<file path="config.mk">
export PLATFORM = sky130hd
export DESIGN_NAME = scr1_tcm_dmem_arb
export DESIGN_NICKNAME = d
export VERILOG_FILES = /design/src/rtl/scr1_tcm_arb_pkg.sv /design/src/rtl/scr1_tcm_arb_sel.sv /design/src/rtl/scr1_tcm_dmem_arb.sv
export SDC_FILE = /design/constraint.sdc
export NUM_CORES = 1
export LEC_CHECK = 0
export BUFFER_PORTS_ARGS = -buffer_cell sky130_fd_sc_hd__buf_2
export CORE_AREA = 5 5 117 119
export DETAILED_ROUTE_END_ITERATION = 16
export DIE_AREA = 0 0 122 124
export SYNTH_ARGS = -nofsm -noshare
export SYNTH_HDL_FRONTEND = slang
export SYNTH_SLANG_ARGS = --single-unit
export TNS_END_PERCENT = 30
</file>
<file path="constraint.sdc">
create_clock -name clk -period 1.8 [get_ports clk]
set_input_delay 0.09 -clock clk [delete_from_list [all_inputs] [get_ports clk]]
set_output_delay 0.09 -clock clk [all_outputs]
set_load 0.01 [all_outputs]
</file>
<file path="src/rtl/scr1_tcm_arb_pkg.sv">
// Shared types for the TCM data-port arbiter: memory interface enums plus
// the arbiter FSM state and master identifiers.
package scr1_tcm_arb_pkg;

    typedef enum logic {
        SCR1_MEM_CMD_RD = 1'b0,
        SCR1_MEM_CMD_WR = 1'b1
    } type_scr1_mem_cmd_e;

    typedef enum logic [1:0] {
        SCR1_MEM_WIDTH_BYTE  = 2'b00,
        SCR1_MEM_WIDTH_HWORD = 2'b01,
        SCR1_MEM_WIDTH_WORD  = 2'b10
    } type_scr1_mem_width_e;

    typedef enum logic [1:0] {
        SCR1_MEM_RESP_NOTRDY = 2'b00,
        SCR1_MEM_RESP_RDY_OK = 2'b01,
        SCR1_MEM_RESP_RDY_ER = 2'b10
    } type_scr1_mem_resp_e;

    typedef enum logic [1:0] {
        SCR1_TCM_ARB_IDLE = 2'b00,
        SCR1_TCM_ARB_BUSY = 2'b01,
        SCR1_TCM_ARB_ERR  = 2'b10
    } type_scr1_tcm_arb_state_e;

    typedef enum logic {
        SCR1_TCM_ARB_M0 = 1'b0,
        SCR1_TCM_ARB_M1 = 1'b1
    } type_scr1_tcm_arb_mst_e;

endpackage

</file>
<file path="src/rtl/scr1_tcm_arb_sel.sv">
// Combinational 2-way winner select: a lone requester always wins; on a tie
// the mode picks round-robin (opposite of last winner) or m0 unless forced.
module scr1_tcm_arb_sel
    import scr1_tcm_arb_pkg::*;
(
    input  logic                   i_arb_mode,
    input  logic                   i_m0_req,
    input  logic                   i_m1_req,
    input  type_scr1_tcm_arb_mst_e i_rr_last,
    input  logic                   i_force_m1,
    output logic                   o_vld,
    output type_scr1_tcm_arb_mst_e o_win
);

    always_comb begin
        o_vld = i_m0_req | i_m1_req;
        o_win = SCR1_TCM_ARB_M0;
        if (i_m0_req & i_m1_req) begin
            if (i_arb_mode) begin
                o_win = i_force_m1 ? SCR1_TCM_ARB_M1 : SCR1_TCM_ARB_M0;
            end else begin
                o_win = (i_rr_last == SCR1_TCM_ARB_M0) ? SCR1_TCM_ARB_M1 : SCR1_TCM_ARB_M0;
            end
        end else if (i_m1_req) begin
            o_win = SCR1_TCM_ARB_M1;
        end
    end

endmodule

</file>
<file path="src/rtl/scr1_tcm_dmem_arb.sv">
// Two-master arbiter on the TCM data port (m0 = core dmem, m1 = DMA/debug):
// one grant per cycle, one outstanding slave transaction, local m1 range errors.
module scr1_tcm_dmem_arb
    import scr1_tcm_arb_pkg::*;
#(
    parameter logic [31:0] TCM_SIZE    = 32'h0001_0000,
    parameter int          ARB_MODE    = 0,
    parameter int          M1_MAX_WAIT = 8
)(
    input  logic                 clk,
    input  logic                 rst_n,
    input  logic                 m0_req,
    input  type_scr1_mem_cmd_e   m0_cmd,
    input  type_scr1_mem_width_e m0_width,
    input  logic [31:0]          m0_addr,
    input  logic [31:0]          m0_wdata,
    output logic                 m0_req_ack,
    output logic [31:0]          m0_rdata,
    output type_scr1_mem_resp_e  m0_resp,
    input  logic                 m1_req,
    input  type_scr1_mem_cmd_e   m1_cmd,
    input  type_scr1_mem_width_e m1_width,
    input  logic [31:0]          m1_addr,
    input  logic [31:0]          m1_wdata,
    output logic                 m1_req_ack,
    output logic [31:0]          m1_rdata,
    output type_scr1_mem_resp_e  m1_resp,
    output logic                 s_req,
    output type_scr1_mem_cmd_e   s_cmd,
    output type_scr1_mem_width_e s_width,
    output logic [31:0]          s_addr,
    output logic [31:0]          s_wdata,
    input  logic                 s_req_ack,
    input  logic [31:0]          s_rdata,
    input  type_scr1_mem_resp_e  s_resp
);

    localparam int WCW = $clog2(M1_MAX_WAIT + 1);

    type_scr1_tcm_arb_state_e r_state;
    type_scr1_tcm_arb_state_e w_state_nx;
    type_scr1_tcm_arb_mst_e   r_owner;
    type_scr1_tcm_arb_mst_e   r_rr_last;
    logic [WCW-1:0]           r_wait_cnt;

    type_scr1_tcm_arb_mst_e   w_sel_win;
    logic                     w_sel_vld;
    logic                     w_force_m1;
    logic                     w_s_rsp;
    logic                     w_m1_oor;
    logic                     w_arb_en;
    logic                     w_grant;
    logic                     w_win_m1;
    logic                     w_lerr;
    logic                     w_accept;

    assign w_force_m1 = (r_wait_cnt == WCW'(M1_MAX_WAIT));
    assign w_s_rsp    = (s_resp != SCR1_MEM_RESP_NOTRDY);
    assign w_m1_oor   = (m1_addr >= TCM_SIZE);

    scr1_tcm_arb_sel u_sel (
        .i_arb_mode (ARB_MODE != 0),
        .i_m0_req   (m0_req),
        .i_m1_req   (m1_req),
        .i_rr_last  (r_rr_last),
        .i_force_m1 (w_force_m1),
        .o_vld      (w_sel_vld),
        .o_win      (w_sel_win)
    );

    always_ff @(posedge clk or negedge rst_n) begin
        if (!rst_n) r_state <= SCR1_TCM_ARB_IDLE;
        else        r_state <= w_state_nx;
    end

    // Arbitration also runs in the cycle the slave responds, so a new
    // transaction can be issued back-to-back behind the completing one.
    always_comb begin
        w_state_nx = r_state;
        case (r_state)
            SCR1_TCM_ARB_IDLE: w_arb_en = 1'b1;
            SCR1_TCM_ARB_BUSY: w_arb_en = w_s_rsp;
            default:           w_arb_en = 1'b0;
        endcase
        w_grant    = w_arb_en & w_sel_vld;
        w_win_m1   = (w_sel_win == SCR1_TCM_ARB_M1);
        w_lerr     = w_grant & w_win_m1 & w_m1_oor;
        s_req      = w_grant & ~w_lerr;
        w_accept   = s_req & s_req_ack;
        m0_req_ack = w_accept & ~w_win_m1;
        m1_req_ack = (w_accept & w_win_m1) | w_lerr;
        if (w_lerr)                                     w_state_nx = SCR1_TCM_ARB_ERR;
        else if (w_accept)                              w_state_nx = SCR1_TCM_ARB_BUSY;
        else if (r_state == SCR1_TCM_ARB_ERR)           w_state_nx = SCR1_TCM_ARB_IDLE;
        else if ((r_state == SCR1_TCM_ARB_BUSY) & w_s_rsp) w_state_nx = SCR1_TCM_ARB_IDLE;
    end

    always_ff @(posedge clk or negedge rst_n) begin
        if (!rst_n) begin
            r_owner    <= SCR1_TCM_ARB_M0;
            r_rr_last  <= SCR1_TCM_ARB_M1;
            r_wait_cnt <= '0;
        end else begin
            if (w_accept) r_owner <= w_sel_win;
            if (m0_req_ack | m1_req_ack) begin
                r_rr_last <= m1_req_ack ? SCR1_TCM_ARB_M1 : SCR1_TCM_ARB_M0;
            end
            if (!m1_req | m1_req_ack) r_wait_cnt <= '0;
            else if (!w_force_m1)     r_wait_cnt <= r_wait_cnt + WCW'(1);
        end
    end

    always_comb begin
        s_cmd   = SCR1_MEM_CMD_RD;
        s_width = SCR1_MEM_WIDTH_BYTE;
        s_addr  = '0;
        s_wdata = '0;
        if (s_req) begin
            s_cmd   = w_win_m1 ? m1_cmd   : m0_cmd;
            s_width = w_win_m1 ? m1_width : m0_width;
            s_addr  = w_win_m1 ? m1_addr  : m0_addr;
            s_wdata = w_win_m1 ? m1_wdata : m0_wdata;
        end
    end

    // Only the registered owner sees the slave; a local error answers m1 directly.
    always_comb begin
        m0_resp  = SCR1_MEM_RESP_NOTRDY;
        m0_rdata = '0;
        m1_resp  = SCR1_MEM_RESP_NOTRDY;
        m1_rdata = '0;
        if (r_state == SCR1_TCM_ARB_BUSY) begin
            if (r_owner == SCR1_TCM_ARB_M1) begin
                m1_resp  = s_resp;
                m1_rdata = s_rdata;
            end else begin
                m0_resp  = s_resp;
                m0_rdata = s_rdata;
            end
        end else if (r_state == SCR1_TCM_ARB_ERR) begin
            m1_resp = SCR1_MEM_RESP_RDY_ER;
        end
    end

endmodule
</file>
; Yosys cells after proc, flatten, opt, wreduce, memory -nomap -nowiden
; Cells that the tools add are included.
[totals]
in_bits = 173
word_cells = 49
output_inout_bits = 138
regBits = 4
[op_classes]
muxes = 26
n_bitwise = 14
n_lt_le_gt_ge = 1
reduce_logical = 3
eq_ne = 2
[op_table]
columns = op, n
row1 = 32-bit two-way mux, 8
row2 = "32-bit by 17-bit greater-or-equal comparator with 1-bit output, second input constant", 1
row3 = 2-bit two-way mux, 11
row4 = 1-bit AND, 9
row5 = 1-bit two-way mux, 6
row6 = 4-bit nonzero test, 1
row7 = 1-bit bitwise OR, 3
row8 = "2-bit by 1-bit == test with 1-bit output, second input constant", 1
row9 = "2-bit == test, second input constant", 1
row10 = 2-bit logical NOT, 1
row11 = 1-bit NOT, 2
row12 = 1-bit one-hot mux with 2 select lines, 1
row13 = 2-bit nonzero test, 1

; Depth between registers and ports, before layout
; Gate-level depths: netlist (run 1).
[logic_depth]
word_depth = 11
mapped_depth = 7
depth_no_buf = 3

; Modules after synthesis
; Synthesis (run 1) repeated with hierarchy kept, for this count alone.
[unflattened]
hier_cells = 282
hier_area_um2 = 2122.0
[by_module_without_submodules]
columns = module, n_inst, seq_area_each_um2, area_each_um2, cells_each
row1 = scr1_tcm_dmem_arb, 1, 201.4, 2095.8, 277
row2 = scr1_tcm_arb_sel, 1, 0.0, 26.3, 5

; Worst setup path before layout (run 1)
; No wires, ideal clock.
[synth_path]
path_type = reg-to-output
startpoint = reg r_rr_last
endpoint = out s_addr[0]
path_stages_with_launch = 6
slack_ns = 0.282
required_ns = 1.710
path_buffers = 2
arrival_ns = 1.428
cell_sequence = dfstp_2 -> a21bo_1 -> clkbuf_1 -> buf_1 -> nand4_1 -> o21ai_1
[synth_between]
elab_chain_cells = 7
elab_cells_between_ends = 8
cone_classes = 4 x mux / 4 x bitwise
[synth_rtl]
columns = item, line_no
row1 = "start, declared", scr1_tcm_dmem_arb.sv:43  ; type_scr1_tcm_arb_mst_e r_rr_last;
row2 = "start signal, assigned", scr1_tcm_dmem_arb.sv:106  ; r_rr_last <= m1_req_ack ? SCR1_TCM_ARB_M1 : SCR1_TCM_ARB_M0;
row3 = 1-bit two-way mux *, scr1_tcm_arb_sel.sv:22  ; o_win = (i_rr_last == SCR1_TCM_ARB_M0) ? SCR1_TCM_ARB_M1 : SCR1_TCM_ARB_M0;
row4 = 1-bit two-way mux *, scr1_tcm_arb_sel.sv:18  ; if (i_m0_req & i_m1_req) begin
row5 = 1-bit AND (2 in series), scr1_tcm_dmem_arb.sv:87  ; w_lerr = w_grant & w_win_m1 & w_m1_oor;
row6 = 1-bit NOT, scr1_tcm_dmem_arb.sv:88  ; s_req = w_grant & ~w_lerr;
row7 = 1-bit AND, scr1_tcm_dmem_arb.sv:88
row8 = 32-bit two-way mux *, scr1_tcm_dmem_arb.sv:118  ; if (s_req) begin
row9 = "end, declared", scr1_tcm_dmem_arb.sv:31  ; output logic [31:0] s_addr,
; Every way passes the cells marked *; elsewhere a longest branch is shown, timed or not.

; Worst setup path after layout (run 1)
[layout_path]
startpoint = reg r_state[0]
endpoint = out s_wdata[18]
[layout_between]
elab_chain_cells = 8
elab_cells_between_ends = 9
cone_classes = 1 x eq/ne / 2 x mux / 5 x bitwise / 1 x reduce/logical
[layout_rtl]
columns = item, line_no
row1 = "start, declared", scr1_tcm_dmem_arb.sv:40  ; type_scr1_tcm_arb_state_e r_state;
row2 = "start signal, assigned", scr1_tcm_dmem_arb.sv:73  ; else r_state <= w_state_nx;
row3 = 2-bit by 1-bit == test with 1-bit output or 2-bit logical NOT (tied branches), scr1_tcm_dmem_arb.sv:80  ; case (r_state)
row4 = 1-bit one-hot mux with 2 select lines *, scr1_tcm_dmem_arb.sv:80
row5 = 1-bit AND *, scr1_tcm_dmem_arb.sv:85  ; w_grant = w_arb_en & w_sel_vld;
row6 = 1-bit AND (2 in series), scr1_tcm_dmem_arb.sv:87
row7 = 1-bit NOT, scr1_tcm_dmem_arb.sv:88
row8 = 1-bit AND *, scr1_tcm_dmem_arb.sv:88
row9 = 32-bit two-way mux *, scr1_tcm_dmem_arb.sv:118
row10 = "end, declared", scr1_tcm_dmem_arb.sv:32  ; output logic [31:0] s_wdata,
; Marks and branches as above.

==> impl_metrics.ini, run 1 <==
[run_status]
status = completed

[sta]
final_max_slew_viol_count = 0
tns_ns = 0
timing_worst_slew_pin_value_ns = 0.4623
setup_viol = 0
slew_headroom_pct = 68.89
post-route-period-util_pct = 97.47
skew_ns = 0.0002340
period_needed_ns = 1.754
finalWorstSetupSlack_ns = 0.04560
hold_viol_final = 0
rsz0062_at_grt = true
fmax_mhz = 570.0

[routing]
vias_per_cell = 4.569
drt_iter0_markers = 152
vias = 3587
drc_errors = 0
wl_per_cell_um = 15.34
dr.pass1.iters = 6
ant_nets = 0
wl_um = 12040

[synthesis]
ys_async_sr_fraction_pct = 100.0
netlist_top_cells_count = 103 x nand4_1, 73 x and2_1, 51 x o21ai_1, 17 x clkbuf_1, 16 x buf_2
yosysTopAreaCellShare_pct = 31.52
synthFlopType = dfrtp_1
synth_area_leaders = nand4_1 32%, and2_1 22%, o21ai_1 12%
synth_seq_area_share_pct = 4.957
synth_top_area_cell = nand4_1
syn_nets = 494
synth_edf_count = 0
synth-seq-cells = 4
syn_inst = 321
syn_area_um2 = 2044
synth.most_common_cell = nand4_1
synth_warnings = 0
synth.distinct_cells = 34
synth.avg_cell_area_um2 = 6.369

[global_route]
overflow = 0
busiest_layer = met2
grt_usage_pct = 13.08
use_met1_pct = 16.39
grt_max_degree = 72
use_met3_pct = 3.406
grt_antenna_before_repair = 0
grt_pass1_wl_um = 16310
grtUsageMet2_pct = 23.10
grt_pass1_vias = 3153

[clock_network]
clkSinkCount = 4
cts_tree = done
clk_path_buf_depth = 2
numCtsBuffers = 3
clkTransAtPathRegs_ns = 0.03
clock_latency_ns = 0.23
cts.root.buffer_cell = clkbuf_16
cts-htree-levels = 1

[critical_path]
worstSetupEndpointType = output port
worstPathMaxFanout = 35
start_kind = register
crit_required_ns = 1.71
path_class = reg2out
arrival_ns = 1.66

[layout]
drive_above_1_share_pct = 58.73
synthToLayoutAreaGrowth_pct = 96.82
fin_area_um2 = 4024
nets = 787
fillers = 1399
final_util_pct = 32.28
n_antenna_cell = 0

[placed_design]
place_area_um2 = 3717
dp_hpwl_um = 8998
gp_congestion = 0.8617
place_ws_ns = 0.2383
io_buffers = 310

[pwr]
p_total_w = 0.003185
p_leak_nw = 2.194
peakVddDrop_v = 0.0003467
pwr_density_cell_nw_per_um2 = 791.4

[flow_run]
maxCapViolations = 0

[die]
die_h_um = 124
io_pins = 311
start_util_pct = 16.40
placementRows = 41
die-area_um2 = 15130
coreArea_um2 = 12470
die_w_um = 122

[min_path]
holdCritPathClass = in2async
[layout make-up]
cell class | instances | area, µm² | share of cell area [%]
timing repair buffer | 337 | 1938 | 48.17
multi-input combinational | 266 | 1680 | 41.76
tap | 172 | 215.2 | 5.348
sequential | 4 | 103.9 | 2.581
clock buffer | 4 | 78.83 | 1.959
inverter | 2 | 7.507 | 0.1866
[report_power, final]
group	internal [W]	switching [W]	leakage, nW	total (W)
combinational	0.00125	0.00140	2.11	0.00265
clock	0.000293	0.0000709	0.0382	0.000364
sequential	0.000133	0.0000416	0.0475	0.000175
[critical path, stage by stage, from the launching register on]
cell and delay (ns):
dfrtp_2 0.38, or3b_4 0.48, clkbuf_16 0.25, nand4_1 0.11
o21ai_1 0.06, buf_2 0.15
[per-layer routing]
metal / vias to the layer above / share of wire [%]
met1: 1592 / 40
met4: 0 / 0.69
li1: 1801 / -
met2: 184 / 50
met5: - / 0
met3: 10 / 9.5
[sequential cells by signal (all words and copies together) (netlist names)]
name       count
r_state        2
r_rr_last      1
r_owner        1
[cells by family after synthesis]
group	share of synthesized area (%)
AO/OA/AOI/OAI	17.44
buffers and inverters	14.20
flip-flops	4.957
AND/OR/NAND/NOR	63.40
[repair_timing]
action                     CTS  global route
setup endpoints to repair    1            55
hold endpoints to repair     4             0
pin swaps                    1            13
gates resized for setup      0             9
buffers inserted             0             9
gates cloned                 0             4
hold buffers                 1             0
[worst paths after layout]
check                            start           to  slack, ns  cells past startpoint
max                         r_state[0]  s_wdata[18]       0.05                      5
max in group asynchronous        rst_n    r_rr_last       1.37                      2
min reg2reg                    r_owner      r_owner       0.61                      2
min                              rst_n   r_state[1]       0.22                      2
min in group clk           m1_addr[25]      r_owner       0.30                      4
max reg2reg                 r_state[0]    r_rr_last       0.40                      3
[cells in the final DEF (no fill, tap or decap), types with 3 or more instances in the layout]
cell type	count
buf_2	310
nand4_1	103
and2_1	73
o21ai_1	51
buf_4	13
and2_4	10
clkbuf_16	7
buf_12	7
nor4_1	6
o21ai_0	3
[stage by stage]
step | hold WS, ns | std cells
after floorplan | -0.2056 | 321
after global placement | -0.09527 | 767
after detailed placement | -0.09066 | 767
after CTS | 0.2312 | 772
after global routing | 0.2215 | 785
final | 0.2151 | 785
No activity file was read; power rests on OpenSTA's default activity.
==> inputs of run 2 (changes only) <==
Settings changed: ABC_AREA from default to 1.
==> impl_metrics.ini, run 2 <==
[die]
die_w_um = 122
io_pins = 311
die_h_um = 124
placementRows = 41
coreArea_um2 = 12470
start_util_pct = 13.79
die-area_um2 = 15130

[min_path]
min_path_cells = 3
holdCritPathClass = in2reg

[layout]
layout_common_cells = 308 x buf_2, 147 x nand2_1, 79 x nor2_1
regArea_um2 = 101.3
layout.cells.non_filler = 869
top_regs = r_state (2), r_owner (1), r_rr_last (1)
largest_register_ffs = 2
multi_input_area_um2 = 1504
fillers = 1431
synthToLayoutAreaGrowth_pct = 141.9
nets = 870
top_register = r_state
layout_commonest_cell = buf_2
drive_above_1_share_pct = 57.33

[sta]
hold_viol_final = 0
rsz0062_at_grt = true
setup_viol = 0
post-route-period-util_pct = 99.39
slew_headroom_pct = 79.16
period_needed_ns = 1.789
skew_ns = 0.004463
fmax_mhz = 558.9
timing_worst_slew_pin_value_ns = 0.3126
final_max_slew_viol_count = 0
whs_ns = 0.1616

[global_route]
grt_usage_pct = 12.24
grt_pass1_wl_um = 14880
grt_pass1_vias = 3069
grt_max_degree = 38
overflow = 0
grt_antenna_before_repair = 1

[synthesis]
synth.avg_cell_area_um2 = 4.548
syn_inst = 378
synth-seq-cells = 4
synth.most_common_cell = nand2_1
ys_async_sr_fraction_pct = 100.0
syn_nets = 551
yosysTopAreaCellShare_pct = 32.53
synth.distinct_cells = 19
synth_warnings = 0
synth_seq_area_share_pct = 5.895
synth_top_area_cell = nand2_1
synth_area_leaders = nand2_1 33%, nor2_1 17%, a21oi_1 14%
netlist_top_cells_count = 149 x nand2_1, 80 x nor2_1, 48 x a21oi_1, 36 x inv_1, 19 x a21oi_2
synthFlopType = dfrtp_1
synth_edf_count = 0
syn_area_um2 = 1719

[routing]
dr.pass1.iters = 4
drc_errors = 0
vias = 3536
wl_per_cell_um = 14.78
drt_iter0_markers = 104
ant_nets = 0
wl_um = 12840
vias_per_cell = 4.069

[placed_design]
gp_congestion = 0.8211
dp_cells = 841
dp_hpwl_um = 9295
io_buffers = 310

[clock_network]
cts.root.buffer_cell = clkbuf_16
numCtsBuffers = 3
clock_latency_ns = 0.23
clk_path_buf_depth = 2
clkTransAtPathRegs_ns = 0.03
cts_tree = done
clkSinkCount = 4
cts-htree-levels = 1

[pwr]
swShare_pct = 32.23
switchingPower_w = 0.0002908
power_frac_clock_pct = 40.1
p_comb_share_pct = 49.9
peakVddDrop_v = 0.0001564
pwr-share-seq_pct = 10.0
p_leak_nw = 2.638
p_int_w = 0.0006115
pwr_density_cell_nw_per_um2 = 216.9

[critical_path]
critPathTopFamily = simple AND/OR/NAND/NOR gates
cp_num_buf_inv = 2
cp_slowest_cell = dfrtp_1
arrival_ns = 1.70
crit_path_max_incr_delay_ns = 0.39
start_kind = register
crit_required_ns = 1.71
r2r_cells = 8
worstPathMaxFanout = 9
worstSetupEndpointType = output port
crit_chain = nand3_2 -> nand2_4 -> nor2_4 -> nand2_8 -> clkbuf_16 -> a21oi_1 -> buf_2
path_depth = 7
path_class = reg2out

[run_status]
status = completed

[flow_run]
maxCapViolations = 0
run 2: kinds of logic (layout without fill, tap and decap cells):
kind of cell	count (synthesis)	count (layout)	share of synthesized area (%)
other cells	0	1	0
buf+inv	67	384	16.59
simple gates	238	239	53.06
flops	4	4	5.895
compound gates	69	69	24.45
run 2: power by group through the flow:
stage	sequential (W)	clock (W)	combinational (W)
5_1_grt	0.0000906	0.000373	0.000497
6_report	0.0000906	0.000361	0.000450
3_3_place_gp	0.0000916	0	0.000375
4_1_cts	0.0000906	0.000364	0.000381
2_1_floorplan	0.0000916	0	0.000141
3_5_place_dp	0.0000916	0	0.000377
run 2: layout make-up:
type,count,share of cell area [%]
antenna,1,0.06017
clock buffer,4,1.895
multi-input combinational,308,36.16
inverter,40,3.791
tap,172,5.174
sequential,4,2.437
timing repair buffer,340,50.48
run 2: timing repair:
item | in CTS | in global routing
endpoints found under the hold margin | 4 | 0
resized for setup | 1 | 46
hold buffers | 1 | 0
setup endpoints to repair | 2 | 65
pin swaps | 0 | 7
gates cloned | 0 | 15
buffers inserted | 0 | 7
run 2: through the flow:
step                setup slack (ns)  cell area (µm²)  utilization, %  setup TNS, ns  power (W)
global placement              0.2308             3486           27.96              0  0.0004663
CTS                         -0.02685             3578           28.71       -0.02685  0.0008357
finish                       0.01092             4159           33.36              0  0.0009022
floorplan                     0.3432             1719               -              0  0.0002331
global route                -0.06214             4156           33.34         -1.412  0.0009611
detailed placement            0.2100             3486           27.96              0  0.0004684
run 2: worst paths after layout:
kind,from,to,slack [ns]
hold / removal,s_req_ack,r_owner,0.16
setup / recovery,r_state[0],s_wdata[31],0.01
min in group asynchronous,rst_n,r_state[1],0.23
max in group asynchronous,rst_n,r_rr_last,1.36
hold reg to reg,r_rr_last,r_rr_last,0.49
setup reg to reg,r_rr_last,r_owner,0.44
run 2: tightest hold or removal path, stage by stage:
cell and delay, ns:
buf_2 0.11, nand4_1 0.09, nand2_1 0.05
run 2: metal layers:
metal  vias to the layer above  routed length, µm  global-route usage (%)  part of all wire (%)
met2                       199               6577                   24.31                    51
li1                       1791                  -                       -                     -
met3                        17               1183                   3.315                   9.2
met1                      1527               4955                   12.80                    39
met5                         -                  7                       0                 0.055
met4                         2                118                   2.521                  0.92
==> inputs of run 3 (changes only) <==
Settings changed: PLACE_DENSITY from default to 0.55.
==> impl_metrics.ini, run 3 (synthesis results as in run 2) <==
[run_status]
status = completed

[pwr]
switchingPower_w = 0.0003057
p_int_w = 0.0006026
p_leak_nw = 2.634
swShare_pct = 33.66
p_comb_share_pct = 49.8
pwr-share-seq_pct = 10.0
pwr_density_cell_nw_per_um2 = 212.1
power_frac_clock_pct = 40.2
peakVddDrop_v = 0.0001892

[critical_path]
path_class = reg2out
cp_slowest_cell = dfstp_2
crit_path_max_incr_delay_ns = 0.53
crit_chain = nand2_2 -> nand2_4 -> nor2_2 -> nand2_4 -> nand2_8 -> clkbuf_16 -> a21oi_2 -> buf_2
arrival_ns = 1.71
worstPathMaxFanout = 6
start_kind = register
path_common_cell = nand2_4
crit_required_ns = 1.71
worstSetupEndpointType = output port

[routing]
wl_um = 13070
vias_per_cell = 4.208
drt_iter0_markers = 124
dr.pass1.iters = 4
ant_nets = 0
vias = 3674
drc_errors = 0
wl_per_cell_um = 14.97

[clock_network]
cts.root.buffer_cell = clkbuf_16
clkTransAtPathRegs_ns = 0.03
cts_tree = done
clock_latency_ns = 0.23
clk_path_buf_depth = 2
clkSinkCount = 4
numCtsBuffers = 3
cts-htree-levels = 1

[sta]
whs_ns = 0.1753
timing_worst_slew_pin_value_ns = 0.3298
hold_viol_final = 0
setup_viol = 0
post-route-period-util_pct = 99.76
tns_ns = 0
period_needed_ns = 1.796
fmax_mhz = 556.9
final_max_slew_viol_count = 0
skew_ns = 0.003310
rsz0062_at_grt = true
slew_headroom_pct = 77.81

[global_route]
grt_max_degree = 50
overflow = 0
grt_pass1_wl_um = 15520
grt_antenna_before_repair = 0
grt_pass1_vias = 3271
grt_usage_pct = 12.80

[layout]
top_regs = r_state (2), r_owner (1), r_rr_last (1)
largest_register_ffs = 2
n_antenna_cell = 0
drive_above_1_share_pct = 60.63
nets = 875
layout_commonest_cell = buf_2
synthToLayoutAreaGrowth_pct = 149.1
top_register = r_state
fin_area_um2 = 4282
layout_common_cells = 304 x buf_2, 145 x nand2_1, 79 x nor2_1
fillers = 1390

[placed_design]
place_area_um2 = 3516
io_buffers = 310
dp_hpwl_um = 9470
gp_congestion = 0.8073

[die]
coreArea_um2 = 12470
die_h_um = 124
placementRows = 41
start_util_pct = 13.79
die_w_um = 122
io_pins = 311
die-area_um2 = 15130

[flow_run]
maxCapViolations = 0

[min_path]
holdCritPathClass = in2reg
==> run 3: cell types whose count changed in the layout (fill, tap and decap cells not counted), sizes merged <==
cell    previous run  this run
clkbuf            15        10
diode              1         0
buf              328       338
==> run 3: timing repair <==
| action | in CTS | in global routing |
|---|---|---|
| endpoints found under the setup margin | 11 | 92 |
| pin swaps | 0 | 6 |
| hold buffers | 1 | 0 |
| resized for setup | 10 | 66 |
| gates cloned | 1 | 11 |
| buffers inserted | 0 | 11 |
| hold endpoints to repair | 4 | 0 |
==> run 3: through the flow <==
| step | std cells | power (W) | util [%] | setup WS [ns] |
|---|---|---|---|---|
| after detailed placement | 845 | 0.0004722 | 28.20 | 0.1383 |
| after CTS | 851 | 0.0008653 | 29.53 | -0.02255 |
| after global routing | 873 | 0.0009691 | 34.35 | -0.06483 |
| after global placement | 845 | 0.0004723 | 28.20 | 0.1480 |
| after floorplan | 378 | 0.0002331 | - | 0.3432 |
| final | 873 | 0.0009082 | 34.35 | 0.004281 |
==> run 3: critical path: cells and delay by family (launching register included) <==
family,cells,cell delay [ns]
buffers and inverters,2,0.35
and+or+nand+nor,5,0.48
DFF,1,0.53
AOI/OAI and AO/OA,1,0.11
==> run 3: cell type report <==
cell class                 instances  area, µm²  share of cell area (%)
clock buffer                       4      78.83                   1.841
inverter                          40      152.6                   3.565
multi-input combinational        308       1614                   37.70
sequential                         4      101.3                   2.367
tap                              172      215.2                   5.026
timing repair buffer             345       2120                   49.50
==> run 3: path summary, 6_finish.rpt <==
path	startpoint	endpoint	slack [ns]	cells after the start
max in group asynchronous	rst_n	r_rr_last	1.36	2
max	r_rr_last	s_addr[16]	0.004	8
min reg2reg	r_rr_last	r_rr_last	0.48	2
max reg2reg	r_state[0]	r_owner	0.41	8
min in group asynchronous	rst_n	r_owner	0.22	2
min	s_req_ack	r_owner	0.18	3
==> run 3: layer usage <==
metal  track usage, %  part of all wire, %
met5                0                    0
met4            2.101                  1.4
met3            3.043                  9.8
met2            26.07                   53
met1            13.34                   36
==> run 3: power groups by stage <==
stage | registers [W] | clock network (W) | logic, W
4_1_cts | 0.0000906 | 0.000372 | 0.000403
2_1_floorplan | 0.0000916 | 0 | 0.000141
6_report | 0.0000906 | 0.000366 | 0.000452
5_1_grt | 0.0000906 | 0.000380 | 0.000499
3_3_place_gp | 0.0000916 | 0 | 0.000381
3_5_place_dp | 0.0000916 | 0 | 0.000381
